==> config.mk <==
export PLATFORM = sky130hd
export DESIGN_NAME = megarom_ram_arbiter
export DESIGN_NICKNAME = d
export VERILOG_FILES = /design/src/rtl/megarom_ram_arbiter.sv
export SDC_FILE = /design/constraint.sdc
export NUM_CORES = 1
export LEC_CHECK = 0
export ABC_AREA = 0
export CAP_MARGIN = 25
export CORE_MARGIN = 4
export CORE_UTILIZATION = 28
export CTS_BUF_LIST = sky130_fd_sc_hd__clkbuf_8
export CTS_CLUSTER_DIAMETER = 200
export DETAILED_ROUTE_END_ITERATION = 8
export GPL_TIMING_DRIVEN = 1
export PLACE_DENSITY = 0.82
export SETUP_SLACK_MARGIN = 0.5
export SLEW_MARGIN = 20
export SYNTH_ARGS = -nofsm -noshare
export SYNTH_HDL_FRONTEND = slang
export SYNTH_SLANG_ARGS = --single-unit
==> constraint.sdc <==
create_clock -name CLK -period 2 [get_ports CLK]
set_input_delay 0.5 -clock CLK [delete_from_list [all_inputs] [get_ports CLK]]
set_output_delay 0.5 -clock CLK [all_outputs]
set_load 0.03 [all_outputs]
==> src/rtl/megarom_ram_arbiter.sv <==
// megarom_ram_arbiter
// Shares one cartridge RAM port between the MSX-bus megarom datapath (HOST)
// and a ROM-image loader (LD). HOST always owns the port combinationally with
// no added latency; LD runs fixed-length accesses only in idle gaps and is
// aborted (and retried by the loader) whenever HOST or refresh activity shows up.
//
// Loader handshake: LD_REQ is a level held with stable LD_ADDR/LD_WE/LD_DIN
// until LD_ACK; LD_ACK is a single-cycle pulse marking completion, and for
// reads LD_DOUT is valid from that pulse until the next one. A dropped LD_REQ
// or a host collision ends the attempt without LD_ACK.

module megarom_ram_arbiter #(
    parameter int ADDR_BIT_WIDTH = 24,
    parameter int LOAD_CYCLES    = 4,
    parameter int HOST_GUARD     = 2
) (
    input  logic                      CLK,
    input  logic                      RESET_n,
    // host (megarom datapath) side
    input  logic [ADDR_BIT_WIDTH-1:0] HOST_ADDR,
    input  logic                      HOST_OE_n,
    input  logic                      HOST_WE_n,
    input  logic [7:0]                HOST_DIN,
    output logic [7:0]                HOST_DOUT,
    input  logic                      HOST_RFSH_n,
    // loader side
    input  logic                      LD_REQ,
    input  logic                      LD_WE,
    input  logic [ADDR_BIT_WIDTH-1:0] LD_ADDR,
    input  logic [7:0]                LD_DIN,
    output logic                      LD_ACK,
    output logic [7:0]                LD_DOUT,
    output logic                      LD_BUSY,
    // physical RAM side
    output logic [ADDR_BIT_WIDTH-1:0] RAM_ADDR,
    output logic                      RAM_OE_n,
    output logic                      RAM_WE_n,
    output logic [7:0]                RAM_DIN,
    input  logic [7:0]                RAM_DOUT,
    output logic                      RAM_RFSH_n,
    // debug view of the arbiter FSM (0 = IDLE, 1 = LOAD, 2 = DONE)
    output logic [1:0]                DBG_STATE
);

    localparam int CW = (LOAD_CYCLES > 2) ? $clog2(LOAD_CYCLES) : 1;
    localparam int GW = (HOST_GUARD > 1) ? $clog2(HOST_GUARD + 1) : 1;
    localparam logic [CW-1:0] CNT_LAST   = CW'(LOAD_CYCLES - 1);
    localparam logic [GW-1:0] GUARD_INIT = GW'(HOST_GUARD);

    typedef enum logic [1:0] {
        S_IDLE = 2'd0,
        S_LOAD = 2'd1,
        S_DONE = 2'd2
    } state_t;

    state_t          r_state;
    logic [CW-1:0]   r_cnt;
    logic [GW-1:0]   r_guard;
    logic            r_ack;
    logic            r_busy;
    logic [7:0]      r_ld_dout;
    logic            w_host_act;
    logic            w_guard_clear;

    assign w_host_act    = !HOST_OE_n | !HOST_WE_n | !HOST_RFSH_n;
    assign w_guard_clear = (r_guard == '0);

    assign HOST_DOUT  = RAM_DOUT;
    assign RAM_RFSH_n = HOST_RFSH_n;
    assign LD_ACK     = r_ack;
    assign LD_BUSY    = r_busy;
    assign LD_DOUT    = r_ld_dout;
    assign DBG_STATE  = r_state;

    // Guard window: reloads on any host/refresh activity, counts down to 0 while idle.
    always_ff @(posedge CLK or negedge RESET_n) begin
        if (!RESET_n) begin
            r_guard <= GUARD_INIT;
        end else if (w_host_act) begin
            r_guard <= GUARD_INIT;
        end else if (!w_guard_clear) begin
            r_guard <= r_guard - 1'b1;
        end
    end

    // Loader access FSM with registered ack/busy/read-data outputs.
    always_ff @(posedge CLK or negedge RESET_n) begin
        if (!RESET_n) begin
            r_state   <= S_IDLE;
            r_cnt     <= '0;
            r_ack     <= 1'b0;
            r_busy    <= 1'b0;
            r_ld_dout <= 8'h00;
        end else begin
            case (r_state)
                S_IDLE: begin
                    r_ack <= 1'b0;
                    r_cnt <= '0;
                    // Host wins a same-cycle tie: the guard and host_act terms keep us here.
                    if (LD_REQ && !w_host_act && w_guard_clear) begin
                        r_state <= S_LOAD;
                        r_busy  <= 1'b1;
                    end
                end
                S_LOAD: begin
                    r_ack <= 1'b0;
                    if (w_host_act || !LD_REQ) begin
                        // Host took the port (or loader withdrew): drop the attempt, no ack.
                        r_state <= S_IDLE;
                        r_cnt   <= '0;
                        r_busy  <= 1'b0;
                    end else if (r_cnt == CNT_LAST) begin
                        r_state <= S_DONE;
                        r_cnt   <= '0;
                        r_busy  <= 1'b0;
                        r_ack   <= 1'b1;
                        if (!LD_WE) begin
                            r_ld_dout <= RAM_DOUT;
                        end
                    end else begin
                        r_cnt <= r_cnt + 1'b1;
                    end
                end
                S_DONE: begin
                    // Access already finished; ack pulse ends here regardless of host activity.
                    r_ack   <= 1'b0;
                    r_state <= S_IDLE;
                end
                default: begin
                    r_state <= S_IDLE;
                    r_cnt   <= '0;
                    r_ack   <= 1'b0;
                    r_busy  <= 1'b0;
                end
            endcase
        end
    end

    // RAM port mux: host passes straight through, loader only while in LOAD.
    always_comb begin
        RAM_ADDR = '0;
        RAM_DIN  = 8'h00;
        RAM_OE_n = 1'b1;
        RAM_WE_n = 1'b1;
        if (w_host_act) begin
            RAM_ADDR = HOST_ADDR;
            RAM_DIN  = HOST_DIN;
            RAM_OE_n = HOST_OE_n;
            RAM_WE_n = HOST_WE_n;
        end else if (r_state == S_LOAD) begin
            RAM_ADDR = LD_ADDR;
            RAM_DIN  = LD_WE ? LD_DIN : 8'h00;
            RAM_OE_n = LD_WE;
            RAM_WE_n = !LD_WE;
        end
    end

endmodule
**Yosys cells after proc, flatten, opt, wreduce, memory -nomap -nowiden**

Cells that the tools add are included.
W data, S select, Z words.

- Register bits: 16
- Output and inout port bits: 55
- Input port bits: 79
- Bits in read-only memories: 0
- RAM bits: 0
- Bits in latches: 0
- Memories: 0

- Add/sub/neg operators: 2
- Divide/modulo/power cells: 0
- Equality and inequality tests: 6
- Multiply operators: 0
- Magnitude comparators: 0
- Multiplexer cells: 25
- Shift operators: 0
- Bitwise gates (word level): 5
- Reduce and logical (&&, ||, !) cells: 14

Operators by type and width:

| kind | count |
|---|---|
| $mux W24 | 2 |
| $mux W8 | 3 |
| $mux W2 | 7 |
| $mux W1 | 10 |
| $pmux W2 S2 | 2 |
| $logic_not A1 Y1 | 6 |
| $eq A2 B2 Y1 const B | 2 |
| $logic_not A2 Y1 | 2 |
| $ne A2 B2 Y1 const B | 2 |
| $reduce_and A4 Y1 | 1 |
| $ne A3 B3 Y1 const B | 1 |
| $not A1 Y1 | 3 |
| $pmux W1 S3 | 1 |
| $reduce_and A3 Y1 | 1 |
| $add A2 B1 Y2 const B | 1 |
| $eq A2 B1 Y1 const B | 1 |
| $logic_and A1 B1 Y1 | 2 |
| $or A1 B1 Y1 | 2 |
| $reduce_and A2 Y1 | 1 |
| $sub A2 B1 Y2 const B | 1 |
| $logic_or A1 B1 Y1 | 1 |

**Logic depth before layout (Yosys ltp)**

- Word-level depth: 8
- Depth in mapped cells: 5
- Mapped depth without buffers: 4

**Least setup slack after synthesis**

Ideal clock, no wire load.

- Kind: register to output
- From: register r_state[0] (netlist: DBG_STATE[0])
- To: output RAM_DIN[0]
- Buffers on the path: 0
- Data required time: 1500 ps
- Path slack: 85 ps
- Stages on the path, launching flop included: 4
- Data arrival time: 1415 ps
- Cells stage by stage: dfrtp_1 nand3b_1 nor2_1 a22o_1

- Longest elaborated chain between the ends: 3

Ends and longest elaborated chain:

| item | RTL line | text |
|---|---|---|
| start: declaration | 56 | `state_t r_state;` |
| start signal: assignment | 89 | `r_state <= S_IDLE;` |
| start signal: assignment | 101 | `r_state <= S_LOAD;` |
| start signal: assignment | 109 | `r_state <= S_IDLE;` |
| $eq A2 B1 Y1 | 150 | `end else if (r_state == S_LOAD) begin` |
| $mux W8 | 150 |  |
| $mux W8 | 145 | `if (w_host_act) begin` |
| end: declaration | 38 | `output logic [7:0] RAM_DIN,` |

Every way passes these cells.

**Worst setup path in the final report**

- From: register r_state[1] (netlist: DBG_STATE[1])
- To: output RAM_ADDR[23]

- Longest elaborated chain between the ends: 3

Ends and longest elaborated chain:

| item | RTL line | text |
|---|---|---|
| $eq A2 B1 Y1 | 150 |  |
| $mux W24 | 150 |  |
| $mux W24 | 145 |  |
| end: declaration | 35 | `output logic [ADDR_BIT_WIDTH-1:0] RAM_ADDR,` |

Every way passes these cells.

==> run summary <==
Critical Path Fanout Max = 12
die area = 0.00539 mm²
R2R Path End = LD_DOUT[6]
outcome = complete, but fails checks
simple-gate share of the synthesized area = 36.5%
Hold Crit Start = LD_DOUT[7]
failing checks = setup timing
Synth Cell Area = 0.00120 mm²
Max-slew headroom = 75.9%
worst vdd ir = 0.375 mV
chip height = 73.4 µm
power per standard cell area = 373 mW/mm²
DRC Markers = 0
FP Rows = 23
Synth Area in Compound Gates = 9.61%
R2R Path Start = DBG_STATE[1]
WL final = 6710 µm
Syn Inst Count = 159
GRT overflow = 0
Final nets = 391
Core Footprint = 0.00406 mm²
CP most frequent cell = buf_6
clk sinks = 16
skew final = 0.00364 ns
Int Pwr = 809 µW
Req. time, crit path = 1.50 ns
Total Neg Setup Slack = -0.220 ns
Antenna Diode Count = 0
most common cell after layout, fill and taps aside = clkdlybuf4s50_1
H-Tree Depth = 1
die width = 73.4 µm
gpl congestion = 0.744
Synth cell types = 27
IO Pins = 134
crit path DAT = 1.55 ns
fmax = 0.488 GHz
Starting Density = 29.5%
Inserted Clock Buffers = 3
most frequent cells in the layout = clkdlybuf4s50_1, buf_6, nand2_1
RSZ-0062 raised after global routing = yes
Gate power share = 51.8%
adder-cell share of the synthesized area = 2.09%
CP Class = register to primary output
post-synthesis mux area share = 7.52%
Yosys warning total = 0
drt wl/cell = 18.7 µm
Worst Max-Slew Pin Slew = 0.358 ns
vias in the first global route = 1,830
pin count of the biggest net entering global routing = 26
Vias = 1,767
Reg clk slew, reported paths = 0.06 ns
max cap viols = 0
clock tree buffer depth = 2
Startpoint Class = register
flops & latches, synth = 16
NetSw = 424 µW
slowest stage delay, CP = 0.41 ns
initial antenna violation count = 0
cell breakdown of the critical path = buf_6 -> nor2b_4 -> buf_6 -> buf_12 -> nand3_1 -> nand2_2 -> buf_6
I/O Buffers = 133
Switching Share = 34.4%
Seq pwr share = 28.3%
total power = 1.23 mW
final worst-path cycle share = 103%
Seq/Total Area, Yosys = 33.5%
Hold Path Class = register to register
reg-to-reg slack, setup = 0.15 ns
Avg Inst Size Synth = 7.53 µm²
Layout Utilization = 81.5%
Hold Crit Depth = 1
share of layout cells above drive strength 1 = 50.5%
fill count = 237
Final ANT Viol Nets = 0
Final Critical Period = 2.05 ns
via density per instance = 4.92
Mapped Nets = 240
clock latency at the later pin of the worst-skew pair = 0.25 ns
hold violation count in the final report = 0
Root Buffer = clkbuf_8
Final WS setup = -0.0509 ns
Post-DP HPWL = 4240 µm
All-Layer GR Usage = 22.0%
fin. max-slew vios = 0
Worst R2R Path Depth = 8
TritonRoute pass-1 iters = 4
Crit-path slowest cell = dfrtp_2
area grow syn2layout = 176%
CP endpoint kind = primary output
CTS tree = done
first-pass GRT wire length = 9270 µm
setup violators final = 14
largest family of logic cells by synthesized area = simple AND/OR/NAND/NOR gates
DRT iter0 DRCs = 43
Worst Hold End = LD_DOUT[7]
Clk pwr share = 20.0%
XOR/XNOR Fraction of Synth Area = 0.731%
Leakage = 1.52 nW
[metrics by stage]
step	area (µm²)	hold slack [ns]	cells	worst slack [ns]
2_1_floorplan	1510	0.204	159	0.320
6_report	3310	0.510	359	-0.0509
3_3_place_gp	2820	0.472	341	-0.385
5_1_grt	3310	0.527	359	-0.135
4_1_cts	3230	0.504	355	0.0195
3_5_place_dp	2820	0.494	341	-0.413
[state kept, by name (all words and copies together) (netlist names)]
signal     flops
LD_BUSY        1
DBG_STATE      2
LD_ACK         1
r_guard        2
LD_DOUT        8
r_cnt          2
[cells by family (layout without fill, tap and decap cells)]
kind of cell	count (synthesis)	after routing
AO/OA/AOI/OAI	15	15
adder cells (fa/ha/maj)	2	2
XOR/XNOR	1	1
buffers and inverters	21	171
flip-flops	16	16
AND/OR/NAND/NOR	96	96
multiplexers	8	8
[cells in the mapped netlist]
cell type / n / area share (%)
o32ai_1: 1 / 0.73
buf_2: 6 / 2.5
o21a_1: 1 / 0.63
ha_1: 2 / 2.1
and2_1: 1 / 0.52
nor2_1: 6 / 1.9
and2b_1: 1 / 0.63
nand3_1: 25 / 10
dfrtp_1: 15 / 31
nand2_1: 55 / 17
nand4b_1: 1 / 0.73
mux2_2: 8 / 7.5
nand3b_1: 1 / 0.63
a22o_1: 8 / 5.9
buf_4: 9 / 5.6
nor3_4: 1 / 1.4
clkbuf_1: 3 / 0.94
a31oi_1: 1 / 0.52
and3_1: 1 / 0.52
dfstp_2: 1 / 2.2
o211ai_1: 1 / 0.63
inv_1: 3 / 0.94
nand4bb_1: 1 / 0.94
xor2_1: 1 / 0.73
nand2_2: 1 / 0.52
o21ai_0: 3 / 1.3
nor2b_1: 2 / 1.0
[critical path, delay by kind of cell (launching register included)]
kind / cells / cell delay, ns
flip-flops: 1 / 0.41
buffers and inverters: 4 / 0.51
AND/OR/NAND/NOR: 3 / 0.37
[power by group through the flow]
stage               logic [mW]  clock network [mW]  registers [mW]
CTS                      0.603               0.252           0.347
detailed placement       0.556                   0           0.352
global placement         0.548                   0           0.350
global route             0.666               0.262           0.349
finish                   0.638               0.246           0.348
floorplan                0.246                   0           0.371
[area by class of cell]
type	count	area [µm²]	share of cell area, %
Timing Repair Buffer	164	1740	52.5
Multi-Input combinational cell	122	1050	31.7
Sequential cell	16	404	12.2
Tap cell	50	62.6	1.89
Clock buffer	3	41.3	1.25
Inverter	3	11.3	0.341
Clock inverter	1	3.75	0.114
[layer usage]
layer	vias to the layer above	GRT usage (%)	routed length (µm)
met4	0	4.63	182
met2	70	41.7	3880
met5	-	0	0
met3	12	3.69	435
li1	832	-	-
met1	853	25.5	2210
[what timing repair did]
| action | CTS | global route |
|---|---|---|
| gates resized for setup | 112 | 39 |
| endpoints found under the setup margin | 70 | 51 |
| pin swaps | 5 | 5 |
| cloned | 3 | 0 |
| hold buffers | 0 | 0 |
| setup buffers | 7 | 4 |
[worst max-delay path by stage]
stage                       from  depth (start not counted)           end
finish              DBG_STATE[1]                          7  RAM_ADDR[23]
global route        DBG_STATE[1]                          7  RAM_ADDR[23]
CTS                 DBG_STATE[1]                          6    RAM_DIN[3]
detailed placement         LD_WE                          4      RAM_WE_n
global placement       HOST_WE_n                          3      RAM_WE_n
floorplan           DBG_STATE[0]                          5   RAM_ADDR[1]
Note: power is estimated with default switching activity, not from simulation.
